==> src/rtl/vader_pkg.sv <==
// Shared encodings and defaults for the cracking datapath controller.
package vader_pkg;

    localparam logic [2:0] ST_WAIT    = 3'd0;
    localparam logic [2:0] ST_DICT    = 3'd1;
    localparam logic [2:0] ST_BRUTE   = 3'd2;
    localparam logic [2:0] ST_SUCCESS = 3'd3;
    localparam logic [2:0] ST_FAIL    = 3'd4;

    typedef enum logic [2:0] {
        S_WAIT    = ST_WAIT,
        S_DICT    = ST_DICT,
        S_BRUTE   = ST_BRUTE,
        S_SUCCESS = ST_SUCCESS,
        S_FAIL    = ST_FAIL
    } top_state_t;

    // PH_LOAD is the extra dictionary cycle in which the BRAM word arrives.
    typedef enum logic [1:0] {
        PH_FETCH = 2'd0,
        PH_LOAD  = 2'd1,
        PH_OFFER = 2'd2,
        PH_AWAIT = 2'd3
    } phase_t;

    localparam int DEF_DICT_START     = 1;
    localparam int DEF_DICT_SIZE      = 10;
    localparam int DEF_BRUTE_ATTEMPTS = 100;

    function automatic logic [31:0] sat_inc(input logic [31:0] v);
        return (v == 32'hFFFF_FFFF) ? v : v + 32'd1;
    endfunction

endpackage

==> src/rtl/brute_gen.sv <==
// Brute-force candidate counter: one step per verdict, flags the final attempt.
module brute_gen #(
    parameter int WORD_W         = 11,
    parameter int BRUTE_ATTEMPTS = 100
) (
    input  logic              clk,
    input  logic              reset,
    input  logic              clear,
    input  logic              advance,
    output logic [WORD_W-1:0] value,
    output logic              last
);

    logic [31:0] count;

    always_ff @(posedge clk) begin
        if (!reset || clear) begin
            count <= '0;
        end else if (advance) begin
            count <= count + 32'd1;
        end
    end

    assign value = count[WORD_W-1:0];
    // High while the outstanding candidate is attempt number BRUTE_ATTEMPTS.
    assign last  = (count == 32'(BRUTE_ATTEMPTS - 1));

endmodule

==> src/rtl/crack_sequencer.sv <==
// Top sequencer: dictionary walk over BRAM, then brute fallback, one candidate in flight.
module crack_sequencer
    import vader_pkg::*;
#(
    parameter int DICT_START     = DEF_DICT_START,
    parameter int DICT_SIZE      = DEF_DICT_SIZE,
    parameter int BRUTE_ATTEMPTS = DEF_BRUTE_ATTEMPTS,
    parameter int ADDR_W         = 8,
    parameter int WORD_W         = 11
) (
    input  logic              clk,
    input  logic              reset,
    input  logic              start,
    output logic              mem_en,
    output logic [ADDR_W-1:0] mem_addr,
    input  logic [WORD_W-1:0] mem_dout,
    output logic              cand_valid,
    input  logic              cand_ready,
    output logic [WORD_W-1:0] cand_data,
    input  logic              match_valid,
    input  logic              match,
    output logic [2:0]        state,
    output logic [WORD_W-1:0] found_word,
    output logic [31:0]       attempts
);

    localparam logic [ADDR_W-1:0] LAST_IDX   = ADDR_W'(DICT_SIZE - 1);
    localparam logic [ADDR_W-1:0] START_ADDR = ADDR_W'(DICT_START);

    top_state_t        st, st_n;
    phase_t            ph, ph_n;
    logic [ADDR_W-1:0] idx, idx_n;
    logic              cv_n;
    logic [WORD_W-1:0] cd_n, fw_n;
    logic [31:0]       att_n;
    logic              brute_clear, brute_adv, brute_last;
    logic [WORD_W-1:0] brute_value;

    brute_gen #(
        .WORD_W         (WORD_W),
        .BRUTE_ATTEMPTS (BRUTE_ATTEMPTS)
    ) u_brute_gen (
        .clk     (clk),
        .reset   (reset),
        .clear   (brute_clear),
        .advance (brute_adv),
        .value   (brute_value),
        .last    (brute_last)
    );

    always_ff @(posedge clk) begin
        if (!reset) begin
            st         <= S_WAIT;
            ph         <= PH_FETCH;
            idx        <= '0;
            cand_valid <= 1'b0;
            cand_data  <= '0;
            found_word <= '0;
            attempts   <= '0;
        end else begin
            st         <= st_n;
            ph         <= ph_n;
            idx        <= idx_n;
            cand_valid <= cv_n;
            cand_data  <= cd_n;
            found_word <= fw_n;
            attempts   <= att_n;
        end
    end

    // Handshake: a candidate transfers on any edge where cand_valid & cand_ready;
    // cand_valid and cand_data hold until then, and match_valid counts only in AWAIT.
    always_comb begin
        st_n        = st;
        ph_n        = ph;
        idx_n       = idx;
        cv_n        = cand_valid;
        cd_n        = cand_data;
        fw_n        = found_word;
        att_n       = attempts;
        brute_clear = 1'b0;
        brute_adv   = 1'b0;
        case (st)
            S_WAIT: begin
                brute_clear = 1'b1;
                if (start) begin
                    st_n  = S_DICT;
                    ph_n  = PH_FETCH;
                    idx_n = '0;
                end
            end
            S_DICT: begin
                case (ph)
                    PH_FETCH: ph_n = PH_LOAD;
                    PH_LOAD: begin
                        cd_n = mem_dout;
                        cv_n = 1'b1;
                        ph_n = PH_OFFER;
                    end
                    PH_OFFER: begin
                        if (cand_ready) begin
                            cv_n  = 1'b0;
                            att_n = sat_inc(attempts);
                            ph_n  = PH_AWAIT;
                        end
                    end
                    default: begin
                        if (match_valid) begin
                            ph_n = PH_FETCH;
                            if (match) begin
                                st_n = S_SUCCESS;
                                fw_n = cand_data;
                            end else if (idx == LAST_IDX) begin
                                st_n = S_BRUTE;
                            end else begin
                                idx_n = idx + 1'b1;
                            end
                        end
                    end
                endcase
            end
            S_BRUTE: begin
                case (ph)
                    PH_OFFER: begin
                        if (cand_ready) begin
                            cv_n  = 1'b0;
                            att_n = sat_inc(attempts);
                            ph_n  = PH_AWAIT;
                        end
                    end
                    PH_AWAIT: begin
                        if (match_valid) begin
                            ph_n      = PH_FETCH;
                            brute_adv = 1'b1;
                            if (match) begin
                                st_n = S_SUCCESS;
                                fw_n = cand_data;
                            end else if (brute_last) begin
                                st_n = S_FAIL;
                            end
                        end
                    end
                    default: begin
                        cd_n = brute_value;
                        cv_n = 1'b1;
                        ph_n = PH_OFFER;
                    end
                endcase
            end
            default: ;
        endcase
    end

    assign mem_en   = (st == S_DICT) && (ph == PH_FETCH);
    assign mem_addr = mem_en ? (START_ADDR + idx) : '0;
    assign state    = st;

endmodule
==> config.mk <==
export PLATFORM = sky130hd
export DESIGN_NAME = crack_sequencer
export DESIGN_NICKNAME = d
export VERILOG_FILES = /design/src/rtl/vader_pkg.sv /design/src/rtl/brute_gen.sv /design/src/rtl/crack_sequencer.sv
export SDC_FILE = /design/constraint.sdc
export NUM_CORES = 1
export LEC_CHECK = 0
export CAP_MARGIN = 20
export CORE_MARGIN = 5
export CORE_UTILIZATION = 57
export DETAILED_ROUTE_END_ITERATION = 10
export HOLD_SLACK_MARGIN = 0.15
export PLACE_DENSITY_LB_ADDON = 0.08
export SLEW_MARGIN = 20
export SYNTH_ARGS = -nofsm -noshare
export SYNTH_HDL_FRONTEND = slang
export SYNTH_HIERARCHICAL = 1
export SYNTH_SLANG_ARGS = --single-unit
export TNS_END_PERCENT = 10
==> constraint.sdc <==
create_clock -name clk -period 5.46 [get_ports clk]
set_input_delay 1.092 -clock clk [delete_from_list [all_inputs] [get_ports clk]]
set_output_delay 1.092 -clock clk [all_outputs]
set_load 0.03 [all_outputs]
==> results.rst <==
.. list-table::
   :header-rows: 1

   * - Metric
     - Value
   * - Number of antenna violations at the first check in global routing
     - 0
   * - Critical path type
     - register to primary output
   * - Floorplan die area
     - 11400 um2
   * - Quantity of I/O buffers inserted on ports
     - 83
   * - Logic depth of the worst register-to-register path
     - 6
   * - Pwr Density
     - 241 nW/um2
   * - WP data required
     - 4.37 ns
   * - Crit path launch
     - state[0]
   * - Relative contribution of combinational cells to total power
     - 0.166
   * - Share of synthesized area occupied by flip-flops and latches
     - 0.375
   * - Core area
     - 9200 um2
   * - Reg-to-reg critical path endpoint
     - u_brute_gen/count[30]
   * - GR Overflow Total
     - 0
   * - Fraction of registers with async set/reset
     - 0
   * - Transition at the pin with the smallest max-transition slack
     - 0.960 ns
   * - Synth Instances
     - 649
   * - Detailed Route WL
     - 13.4 mm
   * - Pre-CTS setup slack
     - 1.67 ns
   * - Critical Path End Type
     - primary output
   * - Overall global routing resource usage
     - 0.236
   * - Share of final-layout standard cells stronger than drive strength 1
     - 0.0541
   * - Post-synthesis instance area
     - 5330 um2
   * - Post-synth cell types
     - 54
   * - Layout area overhead
     - 17.9%
   * - Drt pass-1 iters
     - 8
   * - Main flop type after synthesis
     - dfxtp_1
   * - Run status
     - completed
   * - Number of synthesized flops with an enable pin
     - 0
   * - Mean number of vias per cell
     - 6.23
   * - Clock tree root buffer cell
     - clkbuf_8
   * - Count of final max-slew check failures
     - 0
   * - Clock Tree Buf Depth
     - 2
   * - Worst reg-to-reg setup slack
     - 2.00 ns
   * - Detailed-route DRC error count
     - 0
   * - Number of buffers inserted by hold repair at cts
     - 0
   * - Total negative slack
     - 0 ns
   * - Final HPWL from detailed placement
     - 9.40 mm
   * - Vert. Die Dim
     - 107 um
   * - Top-Level Pins
     - 84
   * - Cell internal power dissipation
     - 1.06 mW
   * - Net count after synthesis
     - 677
   * - Net count, final
     - 726
   * - Worst slew slack as a fraction of its limit
     - 0.355
   * - Pin count of the biggest net entering global routing
     - 34
   * - Min-delay worst type
     - register to register
   * - Final design utilization
     - 0.684
   * - Fill count
     - 774
   * - Antenna viol nets, final
     - 0
   * - Launching point of the worst reg2reg path
     - state[1]
   * - Highest achievable clock rate
     - 0.280 GHz
   * - Unrepaired setup endpoints after global routing
     - false
   * - Setup violators final
     - 0
   * - Post-route clock period utilization
     - 0.655
   * - Global-route wire length before repair
     - 22.4 mm
   * - Antenna fix cells
     - 0
   * - Kind of start point of the critical path
     - register
   * - CTS clk-pin slew, worst paths
     - 0.10 ns
   * - Post-layout worst setup margin
     - 1.88 ns
   * - Average footprint of a synthesized cell
     - 8.22 um2
   * - Peak fanout along the critical path
     - 14
   * - Detail-routed net length per standard cell
     - 16.4 um
   * - Worst ir drop on vdd
     - 113 uV
   * - Warnings from Yosys
     - 6
   * - Later-pin clock latency in the skew report
     - 0.37 ns
   * - Iteration-0 DRC count of the detailed router
     - 218
   * - Crit path to
     - mem_addr[3]
   * - Initial core utilization
     - 0.580
   * - Min Tclk post-route
     - 3.58 ns
   * - Cts bufs inserted
     - 9
   * - Area of all sequential standard cells
     - 2000 um2
   * - Flip-flop and latch count after synthesis
     - 100
   * - Skew final
     - 0.0139 ns
   * - Post-route worst hold slack
     - 0.497 ns
   * - Clock tree from TritonCTS
     - built
   * - Routability cong.
     - 0.891
   * - Clock net sink count
     - 100
   * - Switching part of the total power
     - 0.299
   * - Floorplan die width
     - 107 um
   * - H-tree Lvls
     - 3
   * - Via count of the first global-routing pass
     - 4758
   * - Via count
     - 5074
   * - Area occupied by multi-input gates
     - 3020 um2
   * - Number of gates resized after CTS
     - 0
   * - Most common cell after layout, fill and taps aside
     - dfxtp_1
   * - Share of total power in sequential cells
     - 0.513
   * - Total net switching power
     - 0.452 mW
   * - Post-CTS setup buffer count
     - 0
   * - Row count
     - 35
   * - Maximum capacitance violations
     - 0
   * - Clock share of power
     - 0.321
   * - Commonest cells after routing, fill and taps aside
     - dfxtp_1 (100), clkdlybuf4s50_1 (83), nand2_1 (66), nor2_1 (60), a21oi_1 (47)
   * - Hold violation count in the final report
     - 0
   * - Critical path data arrival time
     - 2.48 ns
   * - Total leakage power
     - 1.99 nW
## worst max-delay path, cell delays in order, from the launching register on
cell and delay [ns]:
dfxtp_1 0.61, nor3b_1 0.24, buf_4 0.21, nand2_1 0.20, a21oi_1 0.17, clkdlybuf4s50_1 0.68
## sequential cells by signal (all words and copies together), names as in the netlist
register and count:
attempts 32, u_brute_gen/count 32, cand_data 11, found_word 11, idx 8, state 3, ph 2, cand_valid 1
## power by group through the flow
stage          sequential (mW)  combinational, mW  clock, mW
3_3_place_gp             0.793              0.241          0
5_1_grt                  0.782              0.273      0.526
2_1_floorplan            0.818              0.134          0
4_1_cts                  0.778              0.250      0.495
3_5_place_dp             0.795              0.248          0
6_report                 0.777              0.251      0.486
## logic make-up after synthesis
group           synth area share
xor+xnor                  0.0296
compound gates             0.165
flops                      0.375
simple gates               0.305
mux                       0.0394
buf+inv                   0.0601
fa+ha+maj                 0.0258
## through the flow
stage          power [mW]  cells  instance area [um2]
2_1_floorplan       0.952    649                 5330
3_3_place_gp         1.03    798                 6090
3_5_place_dp         1.04    798                 6090
4_1_cts              1.52    814                 6290
5_1_grt              1.58    814                 6290
6_report             1.51    814                 6290
## cell usage after synthesis (all sizes together) (11+ instances only)
| master | n | area, um2 |
|---|---|---|
| and3 | 11 | 68.8 |
| or3 | 15 | 93.8 |
| a311oi | 11 | 96.3 |
| inv | 14 | 52.6 |
| clkbuf | 30 | 113 |
| nand4 | 23 | 156 |
| nand2 | 66 | 248 |
| ha | 11 | 138 |
| a21oi | 47 | 235 |
| o21ai | 28 | 140 |
| mux2i | 21 | 210 |
| or4 | 30 | 230 |
| o31ai | 24 | 180 |
| nand3 | 22 | 110 |
| nand2b | 16 | 100 |
| nor2 | 60 | 225 |
| dfxtp | 100 | 2000 |
| buf | 21 | 151 |
## worst min-delay path by stage
stage / from / end / slack, ns / depth (start not counted)
global route: u_brute_gen/count[31] / u_brute_gen/count[31] / 0.51 / 2
detailed placement: u_brute_gen/count[31] / u_brute_gen/count[31] / 0.48 / 2
floorplan: u_brute_gen/count[31] / u_brute_gen/count[31] / 0.45 / 2
finish: idx[7] / idx[7] / 0.50 / 2
global placement: u_brute_gen/count[31] / u_brute_gen/count[31] / 0.47 / 2
CTS: idx[7] / idx[7] / 0.49 / 2
## per-layer routing
layer	vias up	share of wire	global-route usage
met4	0	0.019	0.0776
met5	-	0	0
met3	24	0.054	0.0506
met2	164	0.52	0.413
met1	2400	0.41	0.286
li1	2486	-	-
## area by class of cell
type,instances,share of cell area
tap,111,0.0221
clock buffer,10,0.0203
inverter,15,0.00896
timing repair buffer,89,0.139
multi-input combinational,483,0.480
clock inverter,6,0.0109
sequential,100,0.318
Note: power is estimated with default switching activity, not from simulation.
